**src/rtl/conv_im2col_addr_gen_if.sv**
```systemverilog
// Patch-address beat bus from the im2col generator to the systolic array feeder.
// The generator drives the beat and its flags; the consumer drives systolic_ready_i.
interface conv_im2col_addr_gen_if #(
  parameter int SRAM_ADDR_W = 16
) ();
  logic                   valid_o;
  logic                   systolic_ready_i;
  logic [SRAM_ADDR_W-1:0] sram_rd_addr_o;
  logic                   pad_o;
  logic                   last_patch_o;
  logic                   last_out_o;

  modport master (
    output valid_o,
    output sram_rd_addr_o,
    output pad_o,
    output last_patch_o,
    output last_out_o,
    input  systolic_ready_i
  );

  modport slave (
    input  valid_o,
    input  sram_rd_addr_o,
    input  pad_o,
    input  last_patch_o,
    input  last_out_o,
    output systolic_ready_i
  );
endinterface

```
**src/rtl/conv_im2col_addr_gen.sv**
```systemverilog
// Im2col read-address generator: walks oy/ox/c/ky/kx for one image per start; beat 0 one cycle after start.
// All outputs registered; a low systolic_ready_i freezes counters and every output.
module conv_im2col_addr_gen #(
  parameter int SRAM_ADDR_W = 16,
  parameter int IMG_W       = 28,
  parameter int IMG_H       = 28,
  parameter int C_IN        = 1,
  parameter int K_R         = 5,
  parameter int K_S         = 5,
  parameter int STRIDE      = 1,
  parameter int PAD         = 0,
  parameter int BASE_ADDR   = 0
) (
  input  logic                          clk_i,
  input  logic                          rst_sync_i,
  input  logic                          start_i,
  conv_im2col_addr_gen_if.master        bus,
  output logic                          busy_o,
  output logic                          done_o
);

  localparam int OUT_W   = (IMG_W + 2*PAD - K_R) / STRIDE + 1;
  localparam int OUT_H   = (IMG_H + 2*PAD - K_S) / STRIDE + 1;
  localparam int MAX_DIM = (IMG_W > IMG_H) ? IMG_W : IMG_H;
  localparam int CW      = $clog2(MAX_DIM + 2*PAD) + 2;
  localparam int CCW     = (C_IN > 1) ? $clog2(C_IN) : 1;
  localparam int PLANE   = IMG_H * IMG_W;
  localparam int K_MIN   = (K_R < K_S) ? K_R : K_S;
  localparam longint LAST_ADDR = longint'(BASE_ADDR) + longint'(C_IN) * longint'(PLANE) - 1;

  if (C_IN < 1 || STRIDE < 1 || PAD < 0 || PAD >= K_MIN ||
      IMG_W + 2*PAD < K_R || IMG_H + 2*PAD < K_S || OUT_W < 1 || OUT_H < 1) begin : g_bad_geometry
    $error("conv_im2col_addr_gen: invalid image/kernel/stride/pad geometry");
  end
  if (LAST_ADDR >= (longint'(1) << SRAM_ADDR_W)) begin : g_bad_addr_w
    $error("conv_im2col_addr_gen: feature map does not fit in SRAM_ADDR_W");
  end

  typedef enum logic [1:0] {S_IDLE, S_RUN, S_DONE} state_t;
  typedef logic        [CW-1:0] cnt_t;
  typedef logic signed [CW-1:0] coord_t;

  state_t                 state, state_nxt;
  cnt_t                   oy, ox, ky, kx;
  cnt_t                   oy_n, ox_n, ky_n, kx_n;
  logic [CCW-1:0]         c, c_n;
  logic                   valid_q, valid_n;
  logic                   busy_q, busy_n;
  logic                   done_q, done_n;
  logic [SRAM_ADDR_W-1:0] addr_q, addr_n;
  logic                   pad_q, pad_n;
  logic                   last_patch_q, last_patch_n;
  logic                   last_out_q, last_out_n;

  logic                   load_beat, clear_beat;
  coord_t                 iy, ix;
  cnt_t                   iy_u, ix_u;
  logic                   pad_calc, last_patch_calc, last_out_calc;
  logic [SRAM_ADDR_W-1:0] addr_calc;

  always_ff @(posedge clk_i) begin
    if (rst_sync_i) begin
      state        <= S_IDLE;
      oy           <= '0;
      ox           <= '0;
      c            <= '0;
      ky           <= '0;
      kx           <= '0;
      valid_q      <= 1'b0;
      busy_q       <= 1'b0;
      done_q       <= 1'b0;
      addr_q       <= '0;
      pad_q        <= 1'b0;
      last_patch_q <= 1'b0;
      last_out_q   <= 1'b0;
    end else begin
      state        <= state_nxt;
      oy           <= oy_n;
      ox           <= ox_n;
      c            <= c_n;
      ky           <= ky_n;
      kx           <= kx_n;
      valid_q      <= valid_n;
      busy_q       <= busy_n;
      done_q       <= done_n;
      addr_q       <= addr_n;
      pad_q        <= pad_n;
      last_patch_q <= last_patch_n;
      last_out_q   <= last_out_n;
    end
  end

  always_comb begin
    state_nxt  = state;
    oy_n       = oy;
    ox_n       = ox;
    c_n        = c;
    ky_n       = ky;
    kx_n       = kx;
    valid_n    = valid_q;
    busy_n     = busy_q;
    done_n     = 1'b0;
    load_beat  = 1'b0;
    clear_beat = 1'b0;

    case (state)
      S_IDLE: begin
        if (start_i) begin
          state_nxt = S_RUN;
          oy_n      = '0;
          ox_n      = '0;
          c_n       = '0;
          ky_n      = '0;
          kx_n      = '0;
          valid_n   = 1'b1;
          busy_n    = 1'b1;
          load_beat = 1'b1;
        end
      end
      S_RUN: begin
        if (valid_q && bus.systolic_ready_i) begin
          if (last_out_q) begin
            state_nxt  = S_DONE;
            valid_n    = 1'b0;
            busy_n     = 1'b0;
            done_n     = 1'b1;
            clear_beat = 1'b1;
          end else begin
            load_beat = 1'b1;
            // Ripple-carry through the loop nest, kx innermost.
            if (kx == cnt_t'(K_R - 1)) begin
              kx_n = '0;
              if (ky == cnt_t'(K_S - 1)) begin
                ky_n = '0;
                if (c == CCW'(C_IN - 1)) begin
                  c_n = '0;
                  if (ox == cnt_t'(OUT_W - 1)) begin
                    ox_n = '0;
                    oy_n = oy + cnt_t'(1);
                  end else begin
                    ox_n = ox + cnt_t'(1);
                  end
                end else begin
                  c_n = c + CCW'(1);
                end
              end else begin
                ky_n = ky + cnt_t'(1);
              end
            end else begin
              kx_n = kx + cnt_t'(1);
            end
          end
        end
      end
      S_DONE: begin
        state_nxt = S_IDLE;
      end
      default: begin
        state_nxt = S_IDLE;
      end
    endcase

    // Beat fields come from the next counter state so the register holds the beat being presented.
    iy   = coord_t'(oy_n) * coord_t'(STRIDE) + coord_t'(ky_n) - coord_t'(PAD);
    ix   = coord_t'(ox_n) * coord_t'(STRIDE) + coord_t'(kx_n) - coord_t'(PAD);
    iy_u = iy;
    ix_u = ix;
    pad_calc = iy[CW-1] || (iy >= coord_t'(IMG_H)) || ix[CW-1] || (ix >= coord_t'(IMG_W));
    last_patch_calc = (c_n == CCW'(C_IN - 1)) && (ky_n == cnt_t'(K_S - 1)) && (kx_n == cnt_t'(K_R - 1));
    last_out_calc   = last_patch_calc && (oy_n == cnt_t'(OUT_H - 1)) && (ox_n == cnt_t'(OUT_W - 1));
    addr_calc = pad_calc ? '0 :
                SRAM_ADDR_W'(32'(BASE_ADDR) + 32'(c_n) * 32'(PLANE) +
                              32'(iy_u) * 32'(IMG_W) + 32'(ix_u));

    addr_n       = addr_q;
    pad_n        = pad_q;
    last_patch_n = last_patch_q;
    last_out_n   = last_out_q;
    if (load_beat) begin
      addr_n       = addr_calc;
      pad_n        = pad_calc;
      last_patch_n = last_patch_calc;
      last_out_n   = last_out_calc;
    end else if (clear_beat) begin
      addr_n       = '0;
      pad_n        = 1'b0;
      last_patch_n = 1'b0;
      last_out_n   = 1'b0;
    end
  end

  assign bus.valid_o        = valid_q;
  assign bus.sram_rd_addr_o = addr_q;
  assign bus.pad_o          = pad_q;
  assign bus.last_patch_o   = last_patch_q;
  assign bus.last_out_o     = last_out_q;
  assign busy_o             = busy_q;
  assign done_o             = done_q;

endmodule

```
**src/flat_wrapper.sv**
```systemverilog
// flat-port wrapper written by rule: the top's interface ports become plain ports
module conv_im2col_addr_gen_flat 
#(
  parameter int SRAM_ADDR_W = 16,
  parameter int IMG_W       = 28,
  parameter int IMG_H       = 28,
  parameter int C_IN        = 1,
  parameter int K_R         = 5,
  parameter int K_S         = 5,
  parameter int STRIDE      = 1,
  parameter int PAD         = 0,
  parameter int BASE_ADDR   = 0
)
  (clk_i, rst_sync_i, start_i, busy_o, done_o, bus_valid_o, bus_sram_rd_addr_o, bus_pad_o, bus_last_patch_o, bus_last_out_o, bus_systolic_ready_i);
  conv_im2col_addr_gen_if #(.SRAM_ADDR_W(SRAM_ADDR_W)) bus_i ();
  input  logic clk_i;
  input  logic rst_sync_i;
  input  logic start_i;
  output logic busy_o;
  output logic done_o;
  output wire logic [$bits(bus_i.valid_o)-1:0] bus_valid_o;
  output wire logic [$bits(bus_i.sram_rd_addr_o)-1:0] bus_sram_rd_addr_o;
  output wire logic [$bits(bus_i.pad_o)-1:0] bus_pad_o;
  output wire logic [$bits(bus_i.last_patch_o)-1:0] bus_last_patch_o;
  output wire logic [$bits(bus_i.last_out_o)-1:0] bus_last_out_o;
  input wire logic [$bits(bus_i.systolic_ready_i)-1:0] bus_systolic_ready_i;
  assign bus_valid_o = bus_i.valid_o;
  assign bus_sram_rd_addr_o = bus_i.sram_rd_addr_o;
  assign bus_pad_o = bus_i.pad_o;
  assign bus_last_patch_o = bus_i.last_patch_o;
  assign bus_last_out_o = bus_i.last_out_o;
  assign bus_i.systolic_ready_i = bus_systolic_ready_i;
  conv_im2col_addr_gen #(.SRAM_ADDR_W(SRAM_ADDR_W), .IMG_W(IMG_W), .IMG_H(IMG_H), .C_IN(C_IN), .K_R(K_R), .K_S(K_S), .STRIDE(STRIDE), .PAD(PAD), .BASE_ADDR(BASE_ADDR)) u_core (.clk_i(clk_i), .rst_sync_i(rst_sync_i), .start_i(start_i), .bus(bus_i), .busy_o(busy_o), .done_o(done_o));
endmodule
```
**config.mk**
```make
export PLATFORM = sky130hd
export DESIGN_NAME = conv_im2col_addr_gen_flat
export DESIGN_NICKNAME = d
export VERILOG_FILES = /design/src/rtl/conv_im2col_addr_gen_if.sv /design/src/rtl/conv_im2col_addr_gen.sv /design/src/flat_wrapper.sv
export SDC_FILE = /design/constraint.sdc
export NUM_CORES = 1
export LEC_CHECK = 0
export ABC_AREA = 1
export CORE_ASPECT_RATIO = 2
export CORE_MARGIN = 1.5
export CORE_UTILIZATION = 35
export CTS_CLUSTER_DIAMETER = 60
export DETAILED_ROUTE_END_ITERATION = 16
export REMOVE_ABC_BUFFERS = 1
export SYNTH_ARGS = -nofsm -noshare
export SYNTH_HDL_FRONTEND = slang
export SYNTH_SLANG_ARGS = --single-unit
```
**constraint.sdc**
```tcl
create_clock -name clk_i -period 7.8 [get_ports clk_i]
set_clock_uncertainty 0.1 [all_clocks]
set_input_delay 1.95 -clock clk_i [delete_from_list [all_inputs] [get_ports clk_i]]
set_output_delay 1.95 -clock clk_i [all_outputs]
set_load 0.02 [all_outputs]
```
Word-level counts from Yosys, hierarchy flattened
Cells that the tools add are included.
{"block": "op_classes", "addsub": 9, "multipliers": 2, "order_cmp": 2, "n_eq_ne": 11, "muxes": 56, "bitwise_logic": 1, "n_reduce_logical": 13}
{"cell": "two-way mux 7 bit", "count": 23}
{"cell": "one-hot mux 7 bit (2 select lines)", "count": 4}
{"cell": "two-way mux 16 bit", "count": 3}
{"cell": "adder 7 x 1 -> 7 bit (second input constant)", "count": 4}
{"cell": "equality test 7 x 3 -> 1 bit (second input constant)", "count": 4}
{"cell": "equality test 7 x 5 -> 1 bit (second input constant)", "count": 3}
{"cell": "two-way mux 1 bit", "count": 19}
{"cell": "adder 16 x 7 -> 16 bit", "count": 1}
{"cell": "adder 7 bit", "count": 2}
{"cell": ">= comparator 7 x 6 -> 1 bit (second input constant)", "count": 2}
{"cell": "adder 11 x 12 -> 13 bit", "count": 1}
{"cell": "multiplier 7 x 3 -> 10 bit (second input constant)", "count": 1}
{"cell": "multiplier 1 x 6 -> 7 bit (second input constant)", "count": 1}
{"cell": "two-way mux 2 bit", "count": 3}
{"cell": "one-hot mux 1 bit (2 select lines)", "count": 3}
{"cell": "logical AND 1 bit", "count": 5}
{"cell": "inequality test 2 x 1 -> 1 bit (second input constant)", "count": 2}
{"cell": "one-hot mux 2 bit (2 select lines)", "count": 1}
{"cell": "AND reduction 4 bit", "count": 1}
{"cell": "nonzero test 2 bit", "count": 2}
{"cell": "logical OR 1 bit", "count": 3}
{"cell": "AND reduction 3 bit", "count": 1}
{"cell": "equality test 2 x 1 -> 1 bit (second input constant)", "count": 1}
{"cell": "zero test 2 bit", "count": 1}
{"cell": "3 further kinds", "count": 3}
{"block": "totals", "reg_bits": 52, "in_bits": 4, "out_inout_bits": 22, "wordCells": 106}

Depth between registers and ports, before layout
Gate-level depths: netlist of run 1.
{"block": "depth", "depth_word": 15, "mapped_depth": 38, "depth_no_buf": 38}

Least setup slack after synthesis of run 1
Ideal clock, no wire load.
{"block": "synth_path", "path_kind": "input -> register", "start": "input port bus_systolic_ready_i", "end": "register u_core.addr_q[9], in the netlist u_core.bus.sram_rd_addr_o[9]", "setup_ns": 0.142, "t_arrival_ns": 6.596, "required_time_ns": 7.558, "slack_ns": 0.962, "stages": 31, "n_path_buf": 0, "path_cell_list": "nand2_2 > inv_1 > nand3_4 > nor2_8 > nand2_1 > a21oi_1 > o21ai_0 > nand2_1 > ha_1 > inv_1 > fa_1 > xnor2_1 > inv_1 > fa_1 > fa_1 > inv_1 > ha_1 > xor2_1 > inv_1 > ha_1 > inv_1 > o21ai_0 > nor2_1 > nand2_1 > nand3_1 > nor2_1 > or2_2 > nand2_1 > inv_1 > nand3_2 > a21oi_2"}
{"block": "synth_via", "elab_chain_len": 10, "word_cells_on_any_way": 29, "cone_classes": "add/sub (4); mul (2); order compare (2); mux (16); reduce/logical (5)"}
{"element": "start, declared", "line_no": "flat_wrapper.sv:26", "rtl": "input wire logic [$bits(bus_i.systolic_ready_i)-1:0] bus_systolic_ready_i;"}
{"element": "logical AND 1 bit *", "line_no": "conv_im2col_addr_gen.sv:121", "rtl": "if (valid_q && bus.systolic_ready_i) begin"}
{"element": "two-way mux 7 bit *", "line_no": "conv_im2col_addr_gen.sv:121"}
{"element": "one-hot mux 7 bit (2 select lines) *", "line_no": "conv_im2col_addr_gen.sv:106", "rtl": "case (state)"}
{"element": "net u_core.oy_n[0]", "line_no": "conv_im2col_addr_gen.sv:45", "rtl": "cnt_t oy_n, ox_n, ky_n, kx_n;"}
{"element": "adder 7 bit *", "line_no": "conv_im2col_addr_gen.sv:164", "rtl": "iy = coord_t'(oy_n) * coord_t'(STRIDE) + coord_t'(ky_n) - coord_t'(PAD);"}
{"element": "parallel branches: the longest is 4 deep, another holds adder 16 x 7 -> 16 bit"}
{"element": "two-way mux 16 bit *", "line_no": "conv_im2col_addr_gen.sv:171", "rtl": "addr_calc = pad_calc ? '0 :"}
{"element": "two-way mux 16 bit *", "line_no": "conv_im2col_addr_gen.sv:179", "rtl": "if (load_beat) begin"}
{"element": "end signal, assigned", "line_no": "conv_im2col_addr_gen.sv:86", "rtl": "addr_q <= addr_n;"}
{"element": "end, declared", "line_no": "conv_im2col_addr_gen.sv:50", "rtl": "logic [SRAM_ADDR_W-1:0] addr_q, addr_n;"}
Mark *: on every way through the listed nets, which the timed path passes.
A chain may end at the register's enable or synchronous reset.

Worst setup path after layout of run 1
{"block": "layout_path", "start": "input port bus_systolic_ready_i", "end": "register u_core.addr_q[11], in the netlist u_core.bus.sram_rd_addr_o[11]"}
The elaborated chain is that of the path after synthesis.

==> results of run 1 <==
-- repair_timing --
item,in CTS,in global routing
endpoints found under the setup margin,0,3
gates resized for setup,0,4
endpoints found under the hold margin,0,0
-- power by group --
| part | leakage, nW | switching (mW) | internal [mW] |
|---|---|---|---|
| Combinational | 2.18 | 0.0336 | 0.0106 |
| Clock | 0.0735 | 0.110 | 0.129 |
| Sequential | 0.403 | 0.00118 | 0.256 |
| Total | 2.66 | 0.145 | 0.396 |
-- cells in the mapped netlist, types with 8 or more instances --
cell | n | share of area
nand2_2 | 15 | 0.020
a21oi_2 | 12 | 0.023
nand3_1 | 58 | 0.062
inv_2 | 12 | 0.0097
inv_1 | 105 | 0.085
dfxtp_1 | 50 | 0.22
o21ai_0 | 22 | 0.024
xor2_1 | 15 | 0.028
nand3_2 | 16 | 0.034
nand4_1 | 12 | 0.016
ha_1 | 40 | 0.11
nand2_1 | 142 | 0.11
a21oi_1 | 30 | 0.032
clkbuf_1 | 8 | 0.0065
nor2_1 | 74 | 0.060
-- state kept, by name, indices dropped and copies added, names as in the netlist, 2 cells and up --
register and cells:
u_core.bus.sram_rd_addr_o 14, u_core.kx 7, u_core.ky 7, u_core.ox 7, u_core.oy 7, u_core.state 2
-- stage by stage --
step                total power [mW]  cell area [um2]
finish                         0.541             5380
global route                   0.560             5380
CTS                            0.546             5370
detailed placement             0.308             5210
global placement               0.308             5210
floorplan                      0.285             4570
-- kinds of logic (layout without fill, tap and decap cells) --
kind of cell / count (synthesis) / count (layout)
compound gates: 86 / 86
flops: 50 / 50
buf+inv: 135 / 182
xor+xnor: 22 / 22
fa+ha+maj: 46 / 46
simple gates: 351 / 351
other cells: 1 / 2
-- final cells by class --
class / count / area share
Timing Repair Buffer: 53 / 0.0838
Sequential cell: 50 / 0.186
Clock buffer: 6 / 0.0258
Multi-Input combinational cell: 507 / 0.580
Tap cell: 152 / 0.0354
Clock inverter: 2 / 0.00302
Inverter: 121 / 0.0856
-- worst reg2reg max path, delay by kind of cell, from the launching register on --
family	cells	cell delay [ns]
xor gates and xnor gates	2	0.35
adders and majority gates	8	2.53
AOI/OAI and AO/OA	4	0.50
buffers and inverters	8	0.59
and+or+nand+nor	15	1.43
DFF	1	0.41
-- worst paths after layout --
check / endpoint / depth (start not counted) / from / slack, ns
setup / recovery: u_core.bus.sram_rd_addr_o[11] / 32 / bus_systolic_ready_i / 0.51
hold / removal: u_core.bus.sram_rd_addr_o[13] / 2 / u_core.bus.sram_rd_addr_o[13] / 0.34
setup reg to reg: u_core.bus.sram_rd_addr_o[11] / 37 / u_core.ox[0] / 1.84
hold reg to reg: u_core.bus.sram_rd_addr_o[13] / 2 / u_core.bus.sram_rd_addr_o[13] / 0.34
-- metal layers --
| metal | GRT usage | up-vias | part of all wire |
|---|---|---|---|
| li1 | - | 2294 | - |
| met1 | 0.159 | 2006 | 0.32 |
| met2 | 0.392 | 72 | 0.60 |
| met3 | 0.0134 | 39 | 0.014 |
| met4 | 0.134 | 0 | 0.069 |
| met5 | 0 | - | 0 |
==> flow_summary.ini, run 1 <==
[placement]
place_inst = 883
gp_congestion = 0.915
io_buffers = 23
pre_cts_slack_ns = 0.0506
dp_hpwl_um = 10600

[timing]
setup_tns_ns = 0
rsz0062_at_grt = false
worst_slack_ns = 0.514
hold_viol = 0
maxSlewViolCount = 0
relSlewSlack = 0.583
tightestPinTransition_ns = 0.625
whs_ns = 0.340
min_period_ns = 7.29
finalCritPeriodShare = 0.934
setup_viol = 0
fmax_ghz = 0.137

[yosys]
synth_adder_area_share = 0.133
netlist_instances = 691
yosysWarnings = 0
synth_edf_count = 0
ys.flop_type = dfxtp_1
avgSynthCellArea_um2 = 6.73
synth_area_um2 = 4650
synthMuxAreaShare = 0
ys_seq_elements = 50
synth_compound_area_frac = 0.111
synth_top_family_by_area = simple AND/OR/NAND/NOR gates
synthArstFlopShare = 0
synth_cell_types = 47
seq_area_frac_synth = 0.215
synthSimpleGateAreaFrac = 0.376
synth_xor_area_frac = 0.0463

[global_route]
grt_start_max_net_pins = 50
antenna_found_initial = 0
grt_use_total = 0.190
grt_overflow_total = 0
grt_pass1_wl_um = 20900
grt_pass1_vias = 4500

[power]
p_leak_nw = 2.66
p_per_area_nw_per_um2 = 101
vdd_drop_max_v = 0.0000784

[layout]
nets = 788
final_cell_mix = nand2_1, inv_1, nor2_1
antenna_cells = 0
final_common_cell = nand2_1
multi_input_area_um2 = 3120
fillers = 1384
drive_gt1_frac = 0.173
utilization = 0.414
final_cells = 891
areaGrowthSynthToFinish_pct = 15.6
seqCellArea_um2 = 1000

[run]
maxCapViolations = 0

[clocking]
post_cts_buffers = 0
clkTransAtPathRegs_ns = 0.08
clock_sinks = 50
tritoncts = built
insertion_delay_ns = 0.30
cts_inserted_buffers = 5
hold_buffers = 0
clockBufferDepth = 2
root_buffer = clkbuf_16
htreeDepth = 2

[routing]
ant_nets = 0
vias = 4411
remaining_drc_errors = 0
wl_um = 12700
dr.pass1.iters = 4
drtIter0Drc = 169
vias_per_cell = 4.95
wire_per_inst_um = 14.3

[critical_path]
worstPathArrival_ns = 7.42
path_buf_inv = 6
path_class = in2reg
cp_slowest_cell = fa_1
start_kind = primary input
crit_path_max_incr_delay_ns = 0.55
required_ns = 7.94
end_kind = flip-flop
critPathTopFamily = adder cells
crit_top_cell = nor2_1
path_max_fanout = 5

[run_status]
outcome = finished clean

[floorplan]
rows = 59
die-area_um2 = 14000
die_y_um = 166
start_util = 0.358
ios = 26
die_w_um = 84.5
core_area_um2 = 13000

[hold_path]
hold_class = reg2reg
Note: power is estimated with default switching activity, not from simulation.
==> inputs of run 2 (changes only) <==
--- a/config.mk
+++ b/config.mk
@@ -11,6 +11,7 @@
 export CORE_UTILIZATION = 35
 export CTS_CLUSTER_DIAMETER = 60
 export DETAILED_ROUTE_END_ITERATION = 16
+export PLACE_DENSITY_LB_ADDON = 0.08
 export REMOVE_ABC_BUFFERS = 1
 export SYNTH_ARGS = -nofsm -noshare
 export SYNTH_HDL_FRONTEND = slang
==> run 2 against run 1 <==
First-iteration DRC count rose by 33%. Sequential power hardly changed. Die area did not move. Sequential share of layout area about the same. Core utilization is 0.11 points higher. Count of clock-buffer cells in the layout decreased by 1. Largest power group unchanged.
==> flow_summary.ini, run 2 (synthesized netlist as in run 1, its figures left out) <==
[floorplan]
start_util = 0.358
ios = 26
rows = 59
die_w_um = 84.5
die_y_um = 166
core_area_um2 = 13000
die-area_um2 = 14000

[layout]
nets = 790
areaGrowthSynthToFinish_pct = 15.9
fillers = 1403
final_common_cell = nand2_1
largest_reg_flops = 14
multi_input_area_um2 = 3140
final_cell_mix = nand2_1, inv_1, nor2_1
antenna_cells = 0
fin_area_um2 = 5390
drive_gt1_frac = 0.180
utilization = 0.415
seqCellArea_um2 = 1000

[routing]
wl_um = 13700
dr.pass1.iters = 5
vias = 4527
remaining_drc_errors = 0
ant_nets = 0
wire_per_inst_um = 15.4
vias_per_cell = 5.08
drtIter0Drc = 225

[placement]
dpl-instance-area_um2 = 5210
gp_congestion = 0.884
io_buffers = 23
pre_cts_slack_ns = 0.0405
dp_hpwl_um = 11200

[clocking]
root_buffer = clkbuf_16
clockBufferDepth = 2
tritoncts = built
insertion_delay_ns = 0.30
clkTransAtPathRegs_ns = 0.07
cts_inserted_buffers = 5
clock_sinks = 50
htreeDepth = 2

[hold_path]
hold_class = reg2reg

[timing]
rsz0062_at_grt = false
relSlewSlack = 0.564
min_period_ns = 7.32
finalCritPeriodShare = 0.938
setup_viol = 0
tightestPinTransition_ns = 0.655
worst_slack_ns = 0.482
maxSlewViolCount = 0
fmax_ghz = 0.137
setup_tns_ns = 0
hold_viol = 0

[critical_path]
worstPathArrival_ns = 7.45
required_ns = 7.93
path_max_fanout = 6
cp_slowest_cell = fa_1
path_class = in2reg
end_kind = flip-flop
crit_path_max_incr_delay_ns = 0.53
start_kind = primary input

[global_route]
grt_overflow_total = 0
antenna_found_initial = 0
grt_pass1_vias = 4559
grt_pass1_wl_um = 22000
grt_start_max_net_pins = 50
grt_use_total = 0.200

[power]
p_leak_nw = 2.66
p_per_area_nw_per_um2 = 98.4
vdd_drop_max_v = 0.0000792

[run_status]
outcome = finished clean

[run]
maxCapViolations = 0
[run 2: through the flow]
stage / hold slack [ns] / total power, mW / cells
2_1_floorplan: 0.378 / 0.285 / 678
3_3_place_gp: 0.329 / 0.310 / 883
3_5_place_dp: 0.331 / 0.309 / 883
4_1_cts: 0.344 / 0.534 / 890
5_1_grt: 0.375 / 0.548 / 892
6_report: 0.344 / 0.530 / 892
[run 2: path summary, 6_finish.rpt]
path,endpoint,cells after the start,from,slack [ns]
hold reg to reg,u_core.bus.sram_rd_addr_o[13],2,u_core.bus.sram_rd_addr_o[13],0.34
hold / removal,u_core.bus.sram_rd_addr_o[13],2,u_core.bus.sram_rd_addr_o[13],0.34
setup / recovery,u_core.bus.sram_rd_addr_o[11],35,bus_systolic_ready_i,0.48
setup reg to reg,u_core.bus.sram_rd_addr_o[11],37,u_core.ox[0],1.82
[run 2: repair_timing]
| item | 4_1_cts | 5_1_grt |
|---|---|---|
| endpoints found under the setup margin | 0 | 3 |
| resized for setup | 0 | 9 |
| hold buffers | 0 | 0 |
| buffers inserted | 0 | 2 |
[run 2: worst max-delay path, delay by kind of cell]
family | cells | cell delay [ns]
AOI/OAI and AO/OA | 4 | 0.51
xor gates and xnor gates | 2 | 0.35
adders and majority gates | 7 | 2.34
buffers and inverters | 8 | 1.01
and+or+nand+nor | 14 | 1.29
[run 2: per-layer routing]
layer / vias up / GRT usage / share of wire
li1: 2305 / - / -
met1: 2078 / 0.181 / 0.35
met2: 102 / 0.401 / 0.57
met3: 42 / 0.0189 / 0.021
met4: 0 / 0.130 / 0.065
met5: - / 0 / 0
[run 2: power by group]
part / switching (mW) / leakage (nW) / internal [mW]
sequential: 0.00121 / 0.403 / 0.256
combinational: 0.0355 / 2.19 / 0.0116
clock: 0.108 / 0.0701 / 0.118
[run 2: final cells by class]
| type | count | share of cell area |
|---|---|---|
| timing repair buffer | 55 | 0.0863 |
| clock inverter | 2 | 0.00255 |
| multi-input combinational | 507 | 0.582 |
| inverter | 121 | 0.0854 |
| sequential | 50 | 0.186 |
| clock buffer | 5 | 0.0232 |
| tap | 152 | 0.0353 |
